`src/rtl/processing_mem_port2_arbiter.sv`:
```
// processing_mem_port2_arbiter
// ----------------------------------------------------------------------------
// Round-robin arbiter with lock support. Masters m0 (network receive DMA) and
// m1 (transmit DMA) share the 16-bit second port of the dual-port processing
// memory through this block.
//
// The memory registers its address and does not register its output, so read
// data returns one cycle after a granted read. Grants are combinational, which
// means the request cycle is also the access cycle. readdatavalid is a
// registered flag that marks the cycle in which the memory output belongs to
// a given master.
//
// Ports
//   clk, reset_n          system clock, asynchronous active-low reset
//   freeze                stops new grants; the arbiter state is held
//   mN_address/read/write/writedata/byteenable/lock
//                         Avalon-MM master N request side (N = 0, 1)
//   mN_waitrequest        low only in the cycle master N is granted
//   mN_readdata           passthrough of mem_readdata
//   mN_readdatavalid      high in the cycle after a granted read by N
//   mem_address/chipselect/write/writedata/byteenable/clken
//                         memory port 2 controls
//   mem_readdata          memory port 2 read data
// ----------------------------------------------------------------------------
module processing_mem_port2_arbiter #(
    parameter int ADDR_W   = 15,
    parameter int DATA_W   = 16,
    parameter int BE_W     = 2,
    parameter int MAX_HOLD = 64
) (
    input  logic              clk,
    input  logic              reset_n,
    input  logic              freeze,

    input  logic [ADDR_W-1:0] m0_address,
    input  logic              m0_read,
    input  logic              m0_write,
    input  logic [DATA_W-1:0] m0_writedata,
    input  logic [BE_W-1:0]   m0_byteenable,
    input  logic              m0_lock,
    output logic              m0_waitrequest,
    output logic [DATA_W-1:0] m0_readdata,
    output logic              m0_readdatavalid,

    input  logic [ADDR_W-1:0] m1_address,
    input  logic              m1_read,
    input  logic              m1_write,
    input  logic [DATA_W-1:0] m1_writedata,
    input  logic [BE_W-1:0]   m1_byteenable,
    input  logic              m1_lock,
    output logic              m1_waitrequest,
    output logic [DATA_W-1:0] m1_readdata,
    output logic              m1_readdatavalid,

    output logic [ADDR_W-1:0] mem_address,
    output logic              mem_chipselect,
    output logic              mem_write,
    output logic [DATA_W-1:0] mem_writedata,
    output logic [BE_W-1:0]   mem_byteenable,
    output logic              mem_clken,
    input  logic [DATA_W-1:0] mem_readdata
);

    localparam int HC_W = $clog2(MAX_HOLD);
    localparam logic [HC_W-1:0] HC_ONE   = HC_W'(1);
    localparam logic [HC_W-1:0] HC_ZERO  = HC_W'(0);
    localparam logic [HC_W-1:0] HC_LIMIT = HC_W'(MAX_HOLD - 1);

    typedef enum logic [1:0] {
        ARB  = 2'd0,
        OWN0 = 2'd1,
        OWN1 = 2'd2
    } state_t;

    state_t            state_r;
    state_t            state_nxt_s;
    logic              last_r;
    logic              last_nxt_s;
    logic [HC_W-1:0]   hold_cnt_r;
    logic [HC_W-1:0]   hold_nxt_s;
    logic [1:0]        rdv_r;
    logic [1:0]        rdv_nxt_s;

    logic              req0_s;
    logic              req1_s;
    logic              gnt_vld_s;
    logic              gnt_idx_s;
    logic              gnt_lock_s;
    logic              sel1_s;

    assign req0_s = m0_read | m0_write;
    assign req1_s = m1_read | m1_write;

    // Grant decision; reset_n is included so nothing is granted while in reset
    always_comb begin
        gnt_vld_s = 1'b0;
        gnt_idx_s = 1'b0;
        if (reset_n && !freeze) begin
            case (state_r)
                ARB: begin
                    if (req0_s && req1_s) begin
                        gnt_vld_s = 1'b1;
                        gnt_idx_s = ~last_r;
                    end else if (req0_s) begin
                        gnt_vld_s = 1'b1;
                        gnt_idx_s = 1'b0;
                    end else if (req1_s) begin
                        gnt_vld_s = 1'b1;
                        gnt_idx_s = 1'b1;
                    end else begin
                        gnt_vld_s = 1'b0;
                        gnt_idx_s = 1'b0;
                    end
                end
                OWN0: begin
                    if (req0_s) begin
                        gnt_vld_s = 1'b1;
                        gnt_idx_s = 1'b0;
                    end else begin
                        gnt_vld_s = 1'b0;
                        gnt_idx_s = 1'b0;
                    end
                end
                OWN1: begin
                    if (req1_s) begin
                        gnt_vld_s = 1'b1;
                        gnt_idx_s = 1'b1;
                    end else begin
                        gnt_vld_s = 1'b0;
                        gnt_idx_s = 1'b0;
                    end
                end
                default: begin
                    gnt_vld_s = 1'b0;
                    gnt_idx_s = 1'b0;
                end
            endcase
        end else begin
            gnt_vld_s = 1'b0;
            gnt_idx_s = 1'b0;
        end
    end

    assign gnt_lock_s = gnt_idx_s ? m1_lock : m0_lock;

    // Next-state, round-robin pointer and lock hold counter
    always_comb begin
        state_nxt_s = state_r;
        last_nxt_s  = last_r;
        hold_nxt_s  = hold_cnt_r;
        if (freeze) begin
            state_nxt_s = state_r;
            last_nxt_s  = last_r;
            hold_nxt_s  = hold_cnt_r;
        end else begin
            if (gnt_vld_s) begin
                last_nxt_s = gnt_idx_s;
            end else begin
                last_nxt_s = last_r;
            end
            case (state_r)
                ARB: begin
                    if (gnt_vld_s && gnt_lock_s) begin
                        state_nxt_s = gnt_idx_s ? OWN1 : OWN0;
                        hold_nxt_s  = HC_ONE;
                    end else begin
                        state_nxt_s = ARB;
                        hold_nxt_s  = hold_cnt_r;
                    end
                end
                // The counter runs whether or not the owner is accessing, so an
                // idle owner cannot starve the other master indefinitely.
                OWN0: begin
                    if (!m0_lock || (hold_cnt_r == HC_LIMIT)) begin
                        state_nxt_s = ARB;
                        hold_nxt_s  = HC_ZERO;
                    end else begin
                        state_nxt_s = OWN0;
                        hold_nxt_s  = hold_cnt_r + HC_ONE;
                    end
                end
                OWN1: begin
                    if (!m1_lock || (hold_cnt_r == HC_LIMIT)) begin
                        state_nxt_s = ARB;
                        hold_nxt_s  = HC_ZERO;
                    end else begin
                        state_nxt_s = OWN1;
                        hold_nxt_s  = hold_cnt_r + HC_ONE;
                    end
                end
                default: begin
                    state_nxt_s = ARB;
                    hold_nxt_s  = HC_ZERO;
                end
            endcase
        end
    end

    // A granted read produces valid data on the following cycle. Under freeze
    // there is no grant, so these flags clear while an in-flight read completes.
    always_comb begin
        rdv_nxt_s    = 2'b00;
        rdv_nxt_s[0] = gnt_vld_s & ~gnt_idx_s & m0_read;
        rdv_nxt_s[1] = gnt_vld_s &  gnt_idx_s & m1_read;
    end

    // Arbiter state registers
    always_ff @(posedge clk or negedge reset_n) begin
        if (!reset_n) begin
            state_r    <= ARB;
            last_r     <= 1'b1;
            hold_cnt_r <= HC_ZERO;
            rdv_r      <= 2'b00;
        end else begin
            state_r    <= state_nxt_s;
            last_r     <= last_nxt_s;
            hold_cnt_r <= hold_nxt_s;
            rdv_r      <= rdv_nxt_s;
        end
    end

    // When nothing is granted the data path defaults to master 0's values
    assign sel1_s = gnt_vld_s & gnt_idx_s;

    assign mem_address    = sel1_s ? m1_address    : m0_address;
    assign mem_writedata  = sel1_s ? m1_writedata  : m0_writedata;
    assign mem_byteenable = sel1_s ? m1_byteenable : m0_byteenable;
    assign mem_chipselect = gnt_vld_s;
    assign mem_write      = gnt_vld_s & (sel1_s ? m1_write : m0_write);
    assign mem_clken      = ~freeze;

    assign m0_waitrequest = ~(gnt_vld_s & ~gnt_idx_s);
    assign m1_waitrequest = ~(gnt_vld_s &  gnt_idx_s);

    assign m0_readdata      = mem_readdata;
    assign m1_readdata      = mem_readdata;
    assign m0_readdatavalid = rdv_r[0];
    assign m1_readdatavalid = rdv_r[1];

endmodule
```
`config.mk`:
```
export PLATFORM = sky130hd
export DESIGN_NAME = processing_mem_port2_arbiter
export DESIGN_NICKNAME = d
export VERILOG_FILES = /design/src/rtl/processing_mem_port2_arbiter.sv
export SDC_FILE = /design/constraint.sdc
export NUM_CORES = 1
export LEC_CHECK = 0
export ABC_AREA = 1
export CELL_PAD_IN_SITES_DETAIL_PLACEMENT = 1
export CELL_PAD_IN_SITES_GLOBAL_PLACEMENT = 1
export CORE_MARGIN = 2
export CORE_UTILIZATION = 17
export CTS_CLUSTER_DIAMETER = 150
export DETAILED_ROUTE_END_ITERATION = 16
export PLACE_DENSITY_LB_ADDON = 0.1
export RECOVER_POWER = 100
export SYNTH_ARGS = -nofsm -noshare
export SYNTH_HDL_FRONTEND = slang
export SYNTH_SLANG_ARGS = --single-unit
```
`constraint.sdc`:
```
create_clock -name clk -period 1.6 [get_ports clk]
set_input_delay 0.24 -clock clk [delete_from_list [all_inputs] [get_ports clk]]
set_output_delay 0.24 -clock clk [all_outputs]
set_load 0.01 [all_outputs]
```
### After elaboration in Yosys (flattened, before gate mapping)

Cells that the tools add are included.

| operators by class | value |
|---|---|
| add/subtract/negate cells | 1 |
| multiplexer cells | 24 |
| bitwise gates (word level) | 12 |
| equality and inequality tests | 4 |
| reductions and logical operators | 11 |

Operators by type and width:

| operator | number |
|---|---|
| $mux 6 | 3 |
| $pmux 6 s3 | 1 |
| $mux 16 | 1 |
| $mux 15 | 1 |
| $mux 1 | 11 |
| $mux 2 | 4 |
| $add 6x1->6 const B | 1 |
| $eq 6x6->1 const B | 1 |
| $pmux 2 s3 | 1 |
| $and 1x1->1 | 5 |
| $not 1->1 | 5 |
| $reduce_and 2->1 | 2 |
| $logic_and 1x1->1 | 3 |
| $logic_not 1->1 | 3 |
| $pmux 1 s3 | 1 |
| $eq 2x1->1 const B | 1 |
| $eq 2x2->1 const B | 1 |
| $logic_not 2->1 | 1 |
| $logic_or 1x1->1 | 2 |
| $ne 2x2->1 const B | 1 |
| $or 1x1->1 | 2 |
| $pmux 1 s2 | 1 |

| storage, ports and cells | value |
|---|---|
| output and inout bits | 72 |
| logic and storage cells | 56 |
| register bits | 11 |

### Longest topological paths before layout

| logic depth | value |
|---|---|
| word-level depth | 10 |
| mapped depth | 10 |
| depth with buffers taken out | 10 |

### Least setup slack after synthesis

No wires, ideal clock.

| path | value |
|---|---|
| path type | register to output |
| start point | register last_r |
| end point | output mem_write |
| buffers on the path | 1 |
| setup slack | 0.117 ns |
| data required time | 1.360 ns |
| stages on the path, launching flop included | 6 |
| data arrival time | 1.243 ns |
| cells stage by stage | dfstp_2 > nand3_1 > nand2_4 > buf_8 > nand2_4 > o21ai_0 |

| on the way | value |
|---|---|
| word-level cells in the longest chain between the ends | 7 |

Ends and longest elaborated chain:

| element | RTL line | text |
|---|---|---|
| start: declaration | 77 | `logic last_r;` |
| start signal: assignment | 216 | `last_r <= last_nxt_s;` |
| $not 1->1 | 103 | `gnt_idx_s = ~last_r;` |
| $mux 1 | 101 | `if (req0_s && req1_s) begin` |
| $pmux 1 s2 | 99 | `case (state_r)` |
| $mux 1 | 98 | `if (reset_n && !freeze) begin` |
| $and 1x1->1 | 223 | `assign sel1_s = gnt_vld_s & gnt_idx_s;` |
| $mux 1 | 229 | `assign mem_write = gnt_vld_s & (sel1_s ? m1_write : m0_write);` |
| $and 1x1->1 | 229 |  |
| end: declaration | 57 | `output logic mem_write,` |

No other way between the ends.

### Worst setup path after layout

| path | value |
|---|---|
| start point | register last_r |
| end point | output mem_address[8] |

| on the way | value |
|---|---|
| word-level cells in the longest chain between the ends | 6 |

Ends and longest elaborated chain:

| element | RTL line | text |
|---|---|---|
| $not 1->1 | 103 |  |
| $mux 1 | 101 |  |
| $pmux 1 s2 | 99 |  |
| $mux 1 | 98 |  |
| $and 1x1->1 | 223 |  |
| $mux 15 | 225 | `assign mem_address = sel1_s ? m1_address : m0_address;` |
| end: declaration | 55 | `output logic [ADDR_W-1:0] mem_address,` |

No other way between the ends.

==> impl_results.md <==
- Setup violators final: 44
- Max cap viols: 0
- Critical-path maximum fanout: 5
- Routed WL: 6650 um
- CP Class: flop to output port
- Register area: 277 um2
- DRT iter0 DRCs: 14
- Syn nets: 332
- GRT Overall Usage: 0.138
- CP max stage delay: 0.55 ns
- Hold Slack: 0.176 ns
- Core area: 8590 um2
- Skew final: 0.00426 ns
- Unrepaired setup endpoints after global routing: true
- Clock Path Buffers: 2
- Synth area leader: nand2_1
- Max_slew headroom: 0.597
- Largest net degree at the start of global routing: 13
- Worst setup startpoint: last_r
- # fillers: 1059
- # IOs: 163
- Vias: 1878
- Number of vias per cell: 3.92
- Hold Vio Cnt, Final: 0
- # diodes: 0
- Crit-path slowest cell: dfstp_2
- Fmax: 0.545 GHz
- TritonCTS clock tree: yes
- Count of pins over their slew limit: 0
- Max layer used: met4
- Layout Cells excl Fill: 479
- Area of the multi-input gates: 1090 um2
- Unique masters post-synth: 30
- Placed cell count: 456
- TritonCTS Buffers: 3
- Reg clk slew, reported paths: 0.05 ns
- Top cells by area, synth: nand2_1 28%, dfrtp_1 17%, buf_4 16%, nand3_1 4.7%, nand2_2 4.2%
- Total Power: 1.56 mW
- Die H: 97.3 um
- Insertion delay to the later sink of the worst-skew pair: 0.24 ns
- FF-to-FF path depth: 12
- Vias in the first global route: 2004
- Fin area: 3230 um2
- Startpoint class of the critical path: flop
- First-pass DRT Iterations: 4
- Status: finished, violations left
- Routed wl met3: 338 um
- Hpwl dp: 4980 um
- Clock sink count: 11
- Wirelength per Cell: 13.9 um
- Final Util: 0.376
- Die W: 97.3 um
- Mean Syn Cell Area: 6.17 um2
- Flops & latches, synth: 11
- Share of layout cells above drive strength 1: 0.496
- PwrDens: 481 nW/um2
- Seq/Total Area, Yosys: 0.187
- Flop-to-flop setup slack: -0.05 ns
- Worst Max-Slew Pin Slew: 0.602 ns
- Layout area overhead: 118%
- CP Cell Sequence: nand3_4 > nand2_8 > inv_8 > buf_6 > buf_6 > buf_6 > nand2_2 > nand2_1 > buf_2
- Initial core utilization: 0.172
- Gr ovfl total: 0
- Row cnt: 34
- Metal-1 WL: 2750 um
- CP most frequent cell: buf_6
- Worst Hold Class: primary input to async pin
- LEAKAGE: 1.60 nW
- PortBufs: 114
- Crit. End Element: output port
- Crit Reg-Reg Startpoint: state_r[0]
- Synth Flop Type: dfrtp_1
- Synth async-reset ratio: 1.00
- Worst vdd ir: 0.404 mV
- Total die area: 9470 um2
- Final ANT Viol Nets: 0
- Initial antenna violation count: 0
- Drt drc: 0
- EDFF count, synth: 0
- Worst R2R End: hold_cnt_r[1]
- Cell Area, Placed: 2730 um2
- Met2 wire length: 3490 um
- Failing checks: negative setup slack
- H-tree depth: 1
- Final min period: 1.83 ns
- CTS Root Cell: clkbuf_8
- Final nets: 464
- Worst setup path endpoint: mem_address[8]
- Crit path arrival time: 1.59 ns
- Cells after synthesis: 240
- Tcrit/Tclk final: 1.15
- Critical Path RT: 1.36 ns
- Worst setup margin: -0.234 ns
- First-pass GRT wire length: 10800 um
- Synth Warn #: 0
- Top cell type's share of synthesized area: 0.281
- Post-synth design cell area: 1480 um2
- Gpl congestion: 0.769
-- critical path, delay by kind of cell (launching register included) --
kind                   cells  cell delay, ns
DFF                        1            0.55
buffers and inverters      5            0.50
and+or+nand+nor            4            0.30
-- worst min path at each step --
stage,startpoint,end,depth (start not counted)
after floorplan,reset_n,hold_cnt_r[0],0
after global placement,mem_readdata[4],m0_readdata[4],0
after detailed placement,mem_readdata[4],m0_readdata[4],0
after CTS,reset_n,hold_cnt_r[4],2
after global routing,reset_n,hold_cnt_r[4],2
final,reset_n,hold_cnt_r[4],2
-- stage by stage --
step | setup TNS (ns) | worst slack (ns)
3_5_place_dp | -26.97 | -0.694
4_1_cts | -6.92 | -0.225
3_3_place_gp | -26.95 | -0.703
2_1_floorplan | 0 | 0.117
5_1_grt | -10.81 | -0.315
6_report | -7.57 | -0.234
-- synthesized netlist by cell type, types with 2 or more instances --
| cell | number |
|---|---|
| nand3_1 | 14 |
| o21ai_0 | 3 |
| nand2_1 | 111 |
| xor2_1 | 3 |
| buf_2 | 3 |
| buf_6 | 2 |
| nand2_2 | 10 |
| buf_4 | 32 |
| nor2_1 | 13 |
| inv_1 | 13 |
| a21oi_1 | 3 |
| dfrtp_1 | 10 |
| nand3_2 | 2 |
| nand2_4 | 5 |
-- layout by cell type (no fill, tap or decap), types with 2 or more instances in the layout --
master           synthesis  final
nand2_8                  0      3
buf_6                    2     33
buf_16                   0      2
nand2_1                111     52
nand2_2                 10     59
inv_2                    1      4
buf_4                   32     31
nor2_1                  13     13
inv_1                   13     10
nand3_1                 14     12
xor2_1                   3      3
o21ai_0                  3      2
nand3_2                  2      2
nand2_4                  5     12
buf_12                   1      4
dfrtp_1                 10     10
dlygate4sd2_1            0      6
a21oi_1                  3      2
nand3_4                  0      2
clkdlybuf4s50_1          0     70
buf_2                    3     18
clkbuf_8                 0      3
nor2_4                   1      2
-- what timing repair did --
| action | in CTS | in global routing |
|---|---|---|
| hold endpoints to repair | 0 | 0 |
| setup buffers | 17 | 9 |
| resized for setup | 218 | 72 |
| pin swaps | 11 | 17 |
| cloned | 2 | 0 |
| hold buffers | 0 | 0 |
| setup endpoints to repair | 44 | 46 |
-- state kept, by name, indices dropped and copies added, names as in the netlist --
| signal | flops |
|---|---|
| hold_cnt_r | 6 |
| rdv_r | 2 |
| state_r | 2 |
| last_r | 1 |
-- layout make-up --
class / instances / share of cell area
repair buffers: 166 / 0.498
well taps: 108 / 0.0418
inverters: 16 / 0.0217
multi-input cells: 174 / 0.339
clock buffers: 4 / 0.0139
flip-flops and latches: 11 / 0.0856
-- power by group --
part           switching, mW  internal [mW]
Combinational          0.410          0.533
Sequential            0.0185          0.307
Clock                  0.111          0.175
Total                  0.540           1.02
-- per-layer routing --
layer  vias up  track usage
li1        963            -
met2        57        0.249
met3         6       0.0173
met1       852        0.177
met4         0       0.0267
met5         -            0
-- kinds of logic (layout without fill, tap and decap cells) --
| group | count (synthesis) | in the layout | synth area share |
|---|---|---|---|
| and+or+nand+nor | 159 | 159 | 0.475 |
| buffers and inverters | 55 | 186 | 0.259 |
| DFF | 11 | 11 | 0.187 |
| AOI/OAI and AO/OA | 10 | 10 | 0.0473 |
| xor gates and xnor gates | 4 | 4 | 0.0237 |
| adders and majority gates | 1 | 1 | 0.00845 |
No activity file was read; power rests on OpenSTA's default activity.
